[config.mk]
export PLATFORM = sky130hd
export DESIGN_NAME = sv32_ptw_refill
export DESIGN_NICKNAME = d
export VERILOG_FILES = /design/src/rtl/sv32_ptw_refill.sv
export SDC_FILE = /design/constraint.sdc
export NUM_CORES = 1
export LEC_CHECK = 0
export CORE_ASPECT_RATIO = 0.9
export CORE_UTILIZATION = 30
export DETAILED_ROUTE_END_ITERATION = 6
export PLACE_DENSITY = 0.73
export SLEW_MARGIN = 10
export SYNTH_ARGS = -nofsm -noshare
export SYNTH_HDL_FRONTEND = slang
export SYNTH_SLANG_ARGS = --single-unit
[constraint.sdc]
create_clock -name clock -period 1.8 [get_ports clock]
set_input_delay 0.18 -clock clock [delete_from_list [all_inputs] [get_ports clock]]
set_output_delay 0.18 -clock clock [all_outputs]
set_load 0.02 [all_outputs]
[src/rtl/sv32_ptw_refill.sv]
// Single-walker Sv32 page-table walker producing TLB refill entries.
// Fetches up to two PTEs over a valid/ready port and returns one registered entry per miss.
module sv32_ptw_refill #(
  parameter int PTE_BYTES = 4
) (
  input  logic        clock,
  input  logic        reset,
  input  logic        io_req_valid,
  output logic        io_req_ready,
  input  logic [19:0] io_req_vpn,
  input  logic [19:0] io_satp_ppn,
  output logic        io_mem_req_valid,
  input  logic        io_mem_req_ready,
  output logic [31:0] io_mem_req_addr,
  input  logic        io_mem_resp_valid,
  input  logic [31:0] io_mem_resp_data,
  input  logic        io_mem_resp_ae,
  input  logic        io_pma_r,
  input  logic        io_pma_w,
  input  logic        io_pma_x,
  input  logic        io_pma_ppp,
  input  logic        io_pma_pal,
  input  logic        io_pma_paa,
  input  logic        io_pma_eff,
  input  logic        io_pma_c,
  output logic        io_resp_valid,
  input  logic        io_resp_ready,
  output logic        io_resp_level,
  output logic [19:0] io_resp_ppn,
  output logic        io_resp_u,
  output logic        io_resp_ae_ptw,
  output logic        io_resp_ae_final,
  output logic        io_resp_pf,
  output logic        io_resp_gf,
  output logic        io_resp_sw,
  output logic        io_resp_sx,
  output logic        io_resp_sr,
  output logic        io_resp_pw,
  output logic        io_resp_px,
  output logic        io_resp_pr,
  output logic        io_resp_ppp,
  output logic        io_resp_pal,
  output logic        io_resp_paa,
  output logic        io_resp_eff,
  output logic        io_resp_c
);

  typedef enum logic [1:0] {IDLE, MREQ, MWAIT, RESP} state_t;

  typedef struct packed {
    logic        level;
    logic [19:0] ppn;
    logic        u, ae_ptw, ae_final, pf, gf, sw, sx, sr, pw, px, pr;
    logic        ppp, pal, paa, eff, c;
  } entry_t;

  state_t      state_q, state_d;
  logic [19:0] vpn_q, vpn_d;
  logic [19:0] table_q, table_d;
  logic        level_q, level_d;
  entry_t      entry_q, entry_d;
  entry_t      dec;

  logic [31:0] pte;
  logic        pte_v, pte_r, pte_w, pte_x, pte_u, pte_a, pte_d;
  logic [31:0] idx;
  logic [31:0] addr;
  logic        unused_pte_bits;

  assign pte   = io_mem_resp_data;
  assign pte_v = pte[0];
  assign pte_r = pte[1];
  assign pte_w = pte[2];
  assign pte_x = pte[3];
  assign pte_u = pte[4];
  assign pte_a = pte[6];
  assign pte_d = pte[7];
  assign unused_pte_bits = ^{pte[9:8], pte[5]};

  // 32-bit address arithmetic; any carry out of bit 31 is discarded.
  assign idx  = {22'b0, (level_q ? vpn_q[19:10] : vpn_q[9:0])};
  assign addr = {table_q, 12'b0} + idx * 32'(PTE_BYTES);

  always_ff @(posedge clock) begin
    if (reset) begin
      state_q <= IDLE;
      vpn_q   <= '0;
      table_q <= '0;
      level_q <= 1'b0;
      entry_q <= '0;
    end else begin
      state_q <= state_d;
      vpn_q   <= vpn_d;
      table_q <= table_d;
      level_q <= level_d;
      entry_q <= entry_d;
    end
  end

  always_comb begin
    state_d = state_q;
    vpn_d   = vpn_q;
    table_d = table_q;
    level_d = level_q;
    entry_d = entry_q;
    dec     = '0;
    case (state_q)
      IDLE: begin
        if (io_req_valid) begin
          vpn_d   = io_req_vpn;
          table_d = io_satp_ppn;
          level_d = 1'b1;
          state_d = MREQ;
        end
      end
      MREQ: begin
        if (io_mem_req_ready) state_d = MWAIT;
      end
      MWAIT: begin
        if (io_mem_resp_valid) begin
          dec.level = level_q;
          state_d   = RESP;
          if (io_mem_resp_ae) begin
            dec.ae_ptw   = level_q;
            dec.ae_final = ~level_q;
          end else if (!pte_v || (pte_w && !pte_r) || (pte[31:30] != 2'b00)) begin
            dec.pf = 1'b1;
          end else if (pte_r || pte_x) begin
            // A level-1 leaf must be 4 MiB aligned: its low PPN slice has to be zero.
            if (level_q && (pte[19:10] != 10'b0)) begin
              dec.pf = 1'b1;
            end else begin
              dec.ppn = level_q ? {pte[29:20], vpn_q[9:0]} : pte[29:10];
              dec.u   = pte_u;
              dec.sr  = pte_r & pte_a;
              dec.sw  = pte_w & pte_d & pte_a;
              dec.sx  = pte_x & pte_a;
              dec.pr  = io_pma_r;
              dec.pw  = io_pma_w;
              dec.px  = io_pma_x;
              dec.ppp = io_pma_ppp;
              dec.pal = io_pma_pal;
              dec.paa = io_pma_paa;
              dec.eff = io_pma_eff;
              dec.c   = io_pma_c;
            end
          end else if (level_q) begin
            table_d = pte[29:10];
            level_d = 1'b0;
            state_d = MREQ;
          end else begin
            dec.pf = 1'b1;
          end
          if (state_d == RESP) entry_d = dec;
        end
      end
      RESP: begin
        if (io_resp_ready) state_d = IDLE;
      end
      default: state_d = IDLE;
    endcase
  end

  assign io_req_ready     = (state_q == IDLE);
  assign io_mem_req_valid = (state_q == MREQ);
  assign io_mem_req_addr  = (state_q == MREQ) ? addr : 32'b0;
  assign io_resp_valid    = (state_q == RESP);
  assign io_resp_level    = entry_q.level;
  assign io_resp_ppn      = entry_q.ppn;
  assign io_resp_u        = entry_q.u;
  assign io_resp_ae_ptw   = entry_q.ae_ptw;
  assign io_resp_ae_final = entry_q.ae_final;
  assign io_resp_pf       = entry_q.pf;
  assign io_resp_gf       = entry_q.gf;
  assign io_resp_sw       = entry_q.sw;
  assign io_resp_sx       = entry_q.sx;
  assign io_resp_sr       = entry_q.sr;
  assign io_resp_pw       = entry_q.pw;
  assign io_resp_px       = entry_q.px;
  assign io_resp_pr       = entry_q.pr;
  assign io_resp_ppp      = entry_q.ppp;
  assign io_resp_pal      = entry_q.pal;
  assign io_resp_paa      = entry_q.paa;
  assign io_resp_eff      = entry_q.eff;
  assign io_resp_c        = entry_q.c;

endmodule

# After elaboration in Yosys (flattened, before gate mapping)
# Cells that the tools add are included.
# totals
reg_bits	79
inputBits	87
wordCells	96
output_inout_bits	72
# op_classes
n_mux	41
reduce_logical	16
n_bitwise	5
addsub	1
n_eq_ne	12
# op_table
cell	count
20-bit 2-to-1 mux	6
21-bit 2-to-1 mux	4
11-bit 2-to-1 mux	4
20-bit one-hot mux with 2 select lines	1
32-bit by 12-bit adder with 32-bit output	1
32-bit 2-to-1 mux	1
2-bit 2-to-1 mux	11
10-bit 2-to-1 mux	2
2-bit inequality test (second input constant)	6
1-bit 2-to-1 mux	10
10-bit nonzero test	1
2-bit one-hot mux with 4 select lines	1
7-bit AND reduction	1
2-bit == test (second input constant)	3
6-bit AND reduction	1
1-bit bitwise AND	4
2-bit by 1-bit inequality test with 1-bit output (second input constant)	2
4-bit AND reduction	1
2-bit nonzero test	2
1-bit logical OR	3
3-bit AND reduction	1
2-bit by 1-bit == test with 1-bit output (second input constant)	1
1-bit logical AND	2
1-bit logical NOT	2
other kinds (4)	4

# Longest topological paths before layout
# Gate-level depths: netlist of the first run.
# depth
word_depth	10
depth_mapped	7

# Worst setup path before layout of the first run
# Ideal clock, no wire load.
# synth_path
path_kind	register -> output
startpoint	reg level_q
endpoint	out io_mem_req_addr[10]
arrival_time_ns	1.381
slack_ns	0.239
required_ns	1.620
stages_incl_launch_ff	6
cell_sequence	dfxtp_1 -> buf_2 -> buf_2 -> buf_2 -> mux2i_1 -> nor2_1
# synth_via
elab_chain_len	3
# synth_rtl
element	line	text
start: declaration	60	logic level_q, level_d;
start signal: assignment	95	level_q <= level_d;
10-bit 2-to-1 mux	81	assign idx = {22'b0, (level_q ? vpn_q[19:10] : vpn_q[9:0])};
32-bit by 12-bit adder with 32-bit output	82	assign addr = {table_q, 12'b0} + idx * 32'(PTE_BYTES);
32-bit 2-to-1 mux	166	assign io_mem_req_addr = (state_q == MREQ) ? addr : 32'b0;
end: declaration	14	output logic [31:0] io_mem_req_addr,
# Every way passes these cells.

# Worst setup path in the final report of the first run
# layout_path
startpoint	reg state_q[0]
endpoint	reg entry_q, in the netlist io_resp_u
# layout_via
elab_chain_len	2
# layout_rtl
element	line	text
start: declaration	57	state_t state_q, state_d;
start signal: assignment	92	state_q <= state_d;
2-bit == test	107	case (state_q)
3-bit AND reduction (no line)	-	
end signal: assignment	96	entry_q <= entry_d;
end: declaration	61	entry_t entry_q, entry_d;
# Every way passes these cells.
# A chain may end at the register's enable or synchronous reset.

==> results of run 1 <==
path summary, 6_finish.rpt:
check                  from        end
min reg2reg       vpn_q[15]  vpn_q[15]
min          io_req_vpn[10]  vpn_q[10]
max reg2reg      state_q[0]  io_resp_u
max              state_q[0]  io_resp_u
timing repair:
| item | in CTS | in global routing |
|---|---|---|
| cloned | 0 | 0 |
| gates resized for setup | 33 | 41 |
| endpoints found under the setup margin | 33 | 31 |
| hold buffers | 0 | 0 |
| endpoints found under the hold margin | 0 | 0 |
registers in the layout, summed over array words and instances, names as in the netlist, 2 cells and up:
register     cells
io_resp_ppn     20
table_q         20
vpn_q           20
state_q          2
per-layer routing:
metal	global-route usage (%)	wire [um]	vias up
met5	0	0	-
met4	3.80	88	0
met3	6.93	762	8
met2	32.4	5390	128
met1	23.0	4950	1644
li1	-	-	1720
area by class of cell:
type                    count  area share [%]
clock buffers              12            4.61
repair buffers            193            31.9
inverters                   2           0.135
flip-flops and latches     79            28.4
clock inverters             3           0.765
multi-input cells         277            30.7
well taps                 152            3.42
synthesized netlist by cell type:
master and n:
buf_4 10, nor3_1 1, or3_1 1, nor3b_1 2, nor2b_1 2, nand4_1 1
a22o_1 32, nand3b_4 1, buf_6 1, nand4b_1 1, a21oi_1 47, a211oi_1 1
and2_1 23, o21ai_1 2, nor2_1 16, a211oi_2 1, nand3_1 2, nand2b_1 2
mux2_2 8, dfxtp_1 79, a31o_2 2, nor4_1 2, buf_2 10, mux2i_1 12
nand2_1 86, o41ai_1 1, a311oi_1 20, o211a_1 1, conb_1 1, nor4b_2 1
o211ai_1 2, nand3b_1 1, mux2_1 2, inv_1 2, or3b_1 1, clkbuf_1 16
worst max-delay path, stage by stage (launching register included):
cell and delay, ps:
dfxtp_1 310, buf_4 140, nand3b_4 150, or3_1 380, a211oi_4 270, buf_4 240, a22o_1 150
report_power, final:
part	internal (mW)	switching (mW)	total (mW)
Clock	1.14	0.691	1.83
Combinational	0.545	0.582	1.13
Sequential	1.88	0.0675	1.95
layout by cell type (no fill, tap or decap), types with 3 or more instances in the layout:
cell type        instances
clkdlybuf4s50_1        118
nand2_1                 86
dfxtp_1                 79
a21oi_1                 47
buf_4                   36
a22o_1                  32
and2_1                  23
a311oi_1                20
clkbuf_2                19
nor2_1                  15
dlygate4sd2_1           13
mux2i_1                 12
clkbuf_16                9
mux2_2                   8
buf_12                   5
conb_1                   3
stage by stage:
stage                     hold WS (ps)  cells  total power [mW]  setup slack, ps  utilization (%)
after floorplan                    283    395              2.58              239                -
after detailed placement           448    703              3.16             -209             48.6
after global routing               396    718              5.15             4.72             50.4
final                              388    718              4.90             99.3             50.4
after global placement             444    703              3.13             -163             48.6
after CTS                          375    718              4.97             17.4             50.9
cells by family (layout without fill, tap and decap cells):
family          count (synthesis)  in the layout  synth area share, %
compound gates                109            109                 22.3
flops                          79             79                 45.7
mux                            22             22                 6.72
buf+inv                        39            210                 5.89
simple gates                  143            143                 19.3
other cells                     1              3                0.108
==> reports/results.txt, run 1 <==
Tcrit/Tclk final -> 94.5%
CP startpoint kind -> flop
Starting Density -> 31.4%
Hold Vio Cnt, Final -> 0
Critical Path End Type -> flop
Chip Width -> 115 um
CTS tree -> yes
drt pass-1 iters -> 4
Pleak -> 2.25 nW
P&R area growth vs syn -> 60.8%
pin count of the biggest net entering global routing -> 50
Post-Syn Instances -> 393
number of global-route vias before repair -> 3492
Post-CTS Setup Inserts -> 0
Multi-input gate area -> 1710 sq um
RSZ-0062 raised after global routing -> false
max_cap viols -> 0
CTS Sinks -> 79
Netlist Area Pre-Place -> 3460 sq um
Final nets -> 649
placer congestion estimate -> 0.818
antenna violations before repair -> 0
DP Area -> 5360 sq um
Worst R2R Setup Slack -> 100 ps
DR DRC count -> 0
# H-tree levels -> 3
sum of negative setup slack -> 0 ps
R2R depth -> 6
num ports -> 159
Setup violations, final -> 0
top post-synthesis cells by area -> dfxtp_1 (46%), nand2_1 (9.3%), a22o_1 (8.1%), a21oi_1 (6.8%), a311oi_1 (5.1%)
clock slew at reported path FFs -> 60 ps
Avg Cell Area, Syn -> 8.81 sq um
post-route minimum period -> 1700 ps
DRC marker count from the first detailed-route iteration -> 161
Distinct cells, synth -> 36
CTS Buf Count -> 9
gr usage total -> 19.1%
Pwr Density -> 881 nW/um^2
Clock Skew -> 7.40 ps
Seq/Total Area, Yosys -> 45.7%
synth warn -> 0
Crit Path Category -> reg -> reg
CTS Buffer Depth -> 2
post-route cell area -> 5560 sq um
core area -> 11000 sq um
# fillers -> 1027
global route overflow -> 0
Final Max Tran Viols -> 0
Worst VDD drop -> 666 uV
Crit path arrival time -> 1980 ps
status -> completed
Highest Clock Rate -> 0.588 GHz
Hold/Removal Path Class -> in -> reg
wire length per cell -> 15.6 um
Critical Path RT -> 2080 ps
remaining antenna violation count -> 0
Die Y -> 104 um
Post-DP HPWL -> 8.33 mm
Yosys top cell area share -> 45.7%
Vias -> 3500
worst-margin pin slew -> 543 ps
worst skew pair latency -> 340 ps
Vias per Instance -> 4.87
CTS Root Cell -> clkbuf_16
critical path fanouts, max -> 12
Slew headroom -> 63.8%
wirelength, routed -> 11.2 mm
layout cell share with drive strength beyond 1 -> 16.1%
Synth area leader -> dfxtp_1
first-pass GRT wire length -> 17.8 mm
register area -> 1580 sq um
Yosys reg bits -> 79
WHS Path Cells -> 3
antenna cells -> 0
number of port buffers -> 152
die area -> 12000 sq um
row cnt -> 36
(Power assumes the default switching activity.)
==> run 2: changes to the inputs <==
--- a/config.mk
+++ b/config.mk
@@ -5,10 +5,12 @@
 export SDC_FILE = /design/constraint.sdc
 export NUM_CORES = 1
 export LEC_CHECK = 0
+export CELL_PAD_IN_SITES_DETAIL_PLACEMENT = 1
+export CELL_PAD_IN_SITES_GLOBAL_PLACEMENT = 1
 export CORE_ASPECT_RATIO = 0.9
 export CORE_UTILIZATION = 30
 export DETAILED_ROUTE_END_ITERATION = 6
-export PLACE_DENSITY = 0.73
+export PLACE_DENSITY = 0.93
 export SLEW_MARGIN = 10
 export SYNTH_ARGS = -nofsm -noshare
 export SYNTH_HDL_FRONTEND = slang
==> reports/results.txt, run 2 (synthesis results as in run 1) <==
crit path from -> state_q[1]
Starting Density -> 31.4%
DR DRC count -> 0
antenna cells -> 0
Setup violations, final -> 0
max incr delay on CP -> 380 ps
CTS tree -> yes
worst-margin pin slew -> 570 ps
most common cell after layout, fill and taps aside -> clkdlybuf4s50_1
number of global-route vias before repair -> 3954
Crit path arrival time -> 1570 ps
pin count of the biggest net entering global routing -> 50
critical path cell sequence -> inv_1 -> nand2_1 -> inv_1 -> buf_12 -> and2_1 -> dlygate4sd2_1
global route overflow -> 0
post-route cell area -> 5660 sq um
Slew headroom -> 62.0%
P&R area growth vs syn -> 63.6%
Final Non-Filler Cells -> 720
first-pass GRT wire length -> 20.2 mm
Crit Reg-Reg Startpoint -> state_q[0]
critical path fanouts, max -> 21
Vias per Instance -> 5.09
Crit Path Category -> reg -> out
drt pass-1 iters -> 4
Die Y -> 104 um
wire length per cell -> 18.2 um
# H-tree levels -> 3
total power -> 4.95 mW
die area -> 12000 sq um
worst skew pair latency -> 330 ps
max_cap viols -> 0
CTS Buf Count -> 9
DP Area -> 5380 sq um
Final Max Tran Viols -> 0
CP startpoint kind -> flop
register area -> 1580 sq um
CTS Sinks -> 79
dpl cells -> 704
critical path's slowest cell -> dfxtp_2
Pleak -> 2.30 nW
Critical Path End Type -> primary output
post-route minimum period -> 1750 ps
Worst VDD drop -> 540 uV
Highest Clock Rate -> 0.571 GHz
Chip Width -> 115 um
cts hold-fix bufs -> 0
wirelength, routed -> 13.1 mm
clock slew at reported path FFs -> 60 ps
row cnt -> 36
Critical Path RT -> 1620 ps
Hold Vio Cnt, Final -> 0
number of port buffers -> 152
num ports -> 159
gr usage total -> 22.0%
Multi-input gate area -> 1720 sq um
sum of negative setup slack -> 0 ps
placer congestion estimate -> 0.811
layout cell share with drive strength beyond 1 -> 13.9%
Clock Skew -> 6.11 ps
core area -> 11000 sq um
hold wc startpoint -> io_req_vpn[3]
CTS Buffer Depth -> 2
Final nets -> 650
remaining antenna violation count -> 0
Post-DP HPWL -> 9.81 mm
Hold/Removal Path Class -> in -> reg
most frequent cells in the layout -> clkdlybuf4s50_1 (118), nand2_1 (86), dfxtp_1 (77)
Pwr Density -> 874 nW/um^2
status -> completed
antenna violations before repair -> 0
Tcrit/Tclk final -> 97.3%
CTS Root Cell -> clkbuf_16
Vias -> 3662
DRC marker count from the first detailed-route iteration -> 69
# fillers -> 1275
Post-CTS Setup Inserts -> 0
most frequent cell on the critical path -> inv_1
[run 2: layer usage]
layer	part of all wire [%]	track usage [%]	vias to the layer above
met3	5.2	5.42	22
met1	41	24.4	1804
li1	-	-	1722
met2	52	40.9	114
met4	1.6	5.75	0
met5	0	0	-
[run 2: cell type report]
cell class	instances	area share, %
clock inverter	5	1.04
multi-input combinational	277	30.3
tap	152	3.36
clock buffer	11	4.11
sequential	79	28.0
timing repair buffer	194	33.0
inverter	2	0.133
[run 2: power by group]
group	switching [mW]	leakage (nW)	internal [mW]	total (mW)
sequential	0.0799	0.645	1.88	1.96
combinational	0.606	1.52	0.561	1.17
clock	0.744	0.136	1.08	1.82
total	1.43	2.30	3.52	4.95
[run 2: timing repair]
item | 4_1_cts | 5_1_grt
resized for setup | 35 | 9
setup endpoints to repair | 34 | 61
pin swaps | 1 | 1
[run 2: worst max-delay path, delay by kind of cell (launching register included)]
family | cells | cell delay (ps)
and+or+nand+nor | 2 | 250
buffers and inverters | 4 | 620
DFF | 1 | 380
[run 2: worst paths after layout]
path,endpoint,slack [ps],depth (start not counted)
worst max register to register,io_resp_pw,70,7
worst min-delay path,vpn_q[3],400,3
worst min register to register,vpn_q[12],460,2
worst max-delay path,io_mem_req_addr[17],50,6
[run 2: per-stage QoR]
step	hold WS, ps	setup slack [ps]	utilization [%]
detailed placement	454	-310	48.8
global placement	444	-227	48.8
finish	402	48.7	51.3
CTS	398	1.51	51.1
global route	405	-21.5	51.3
floorplan	283	239	-
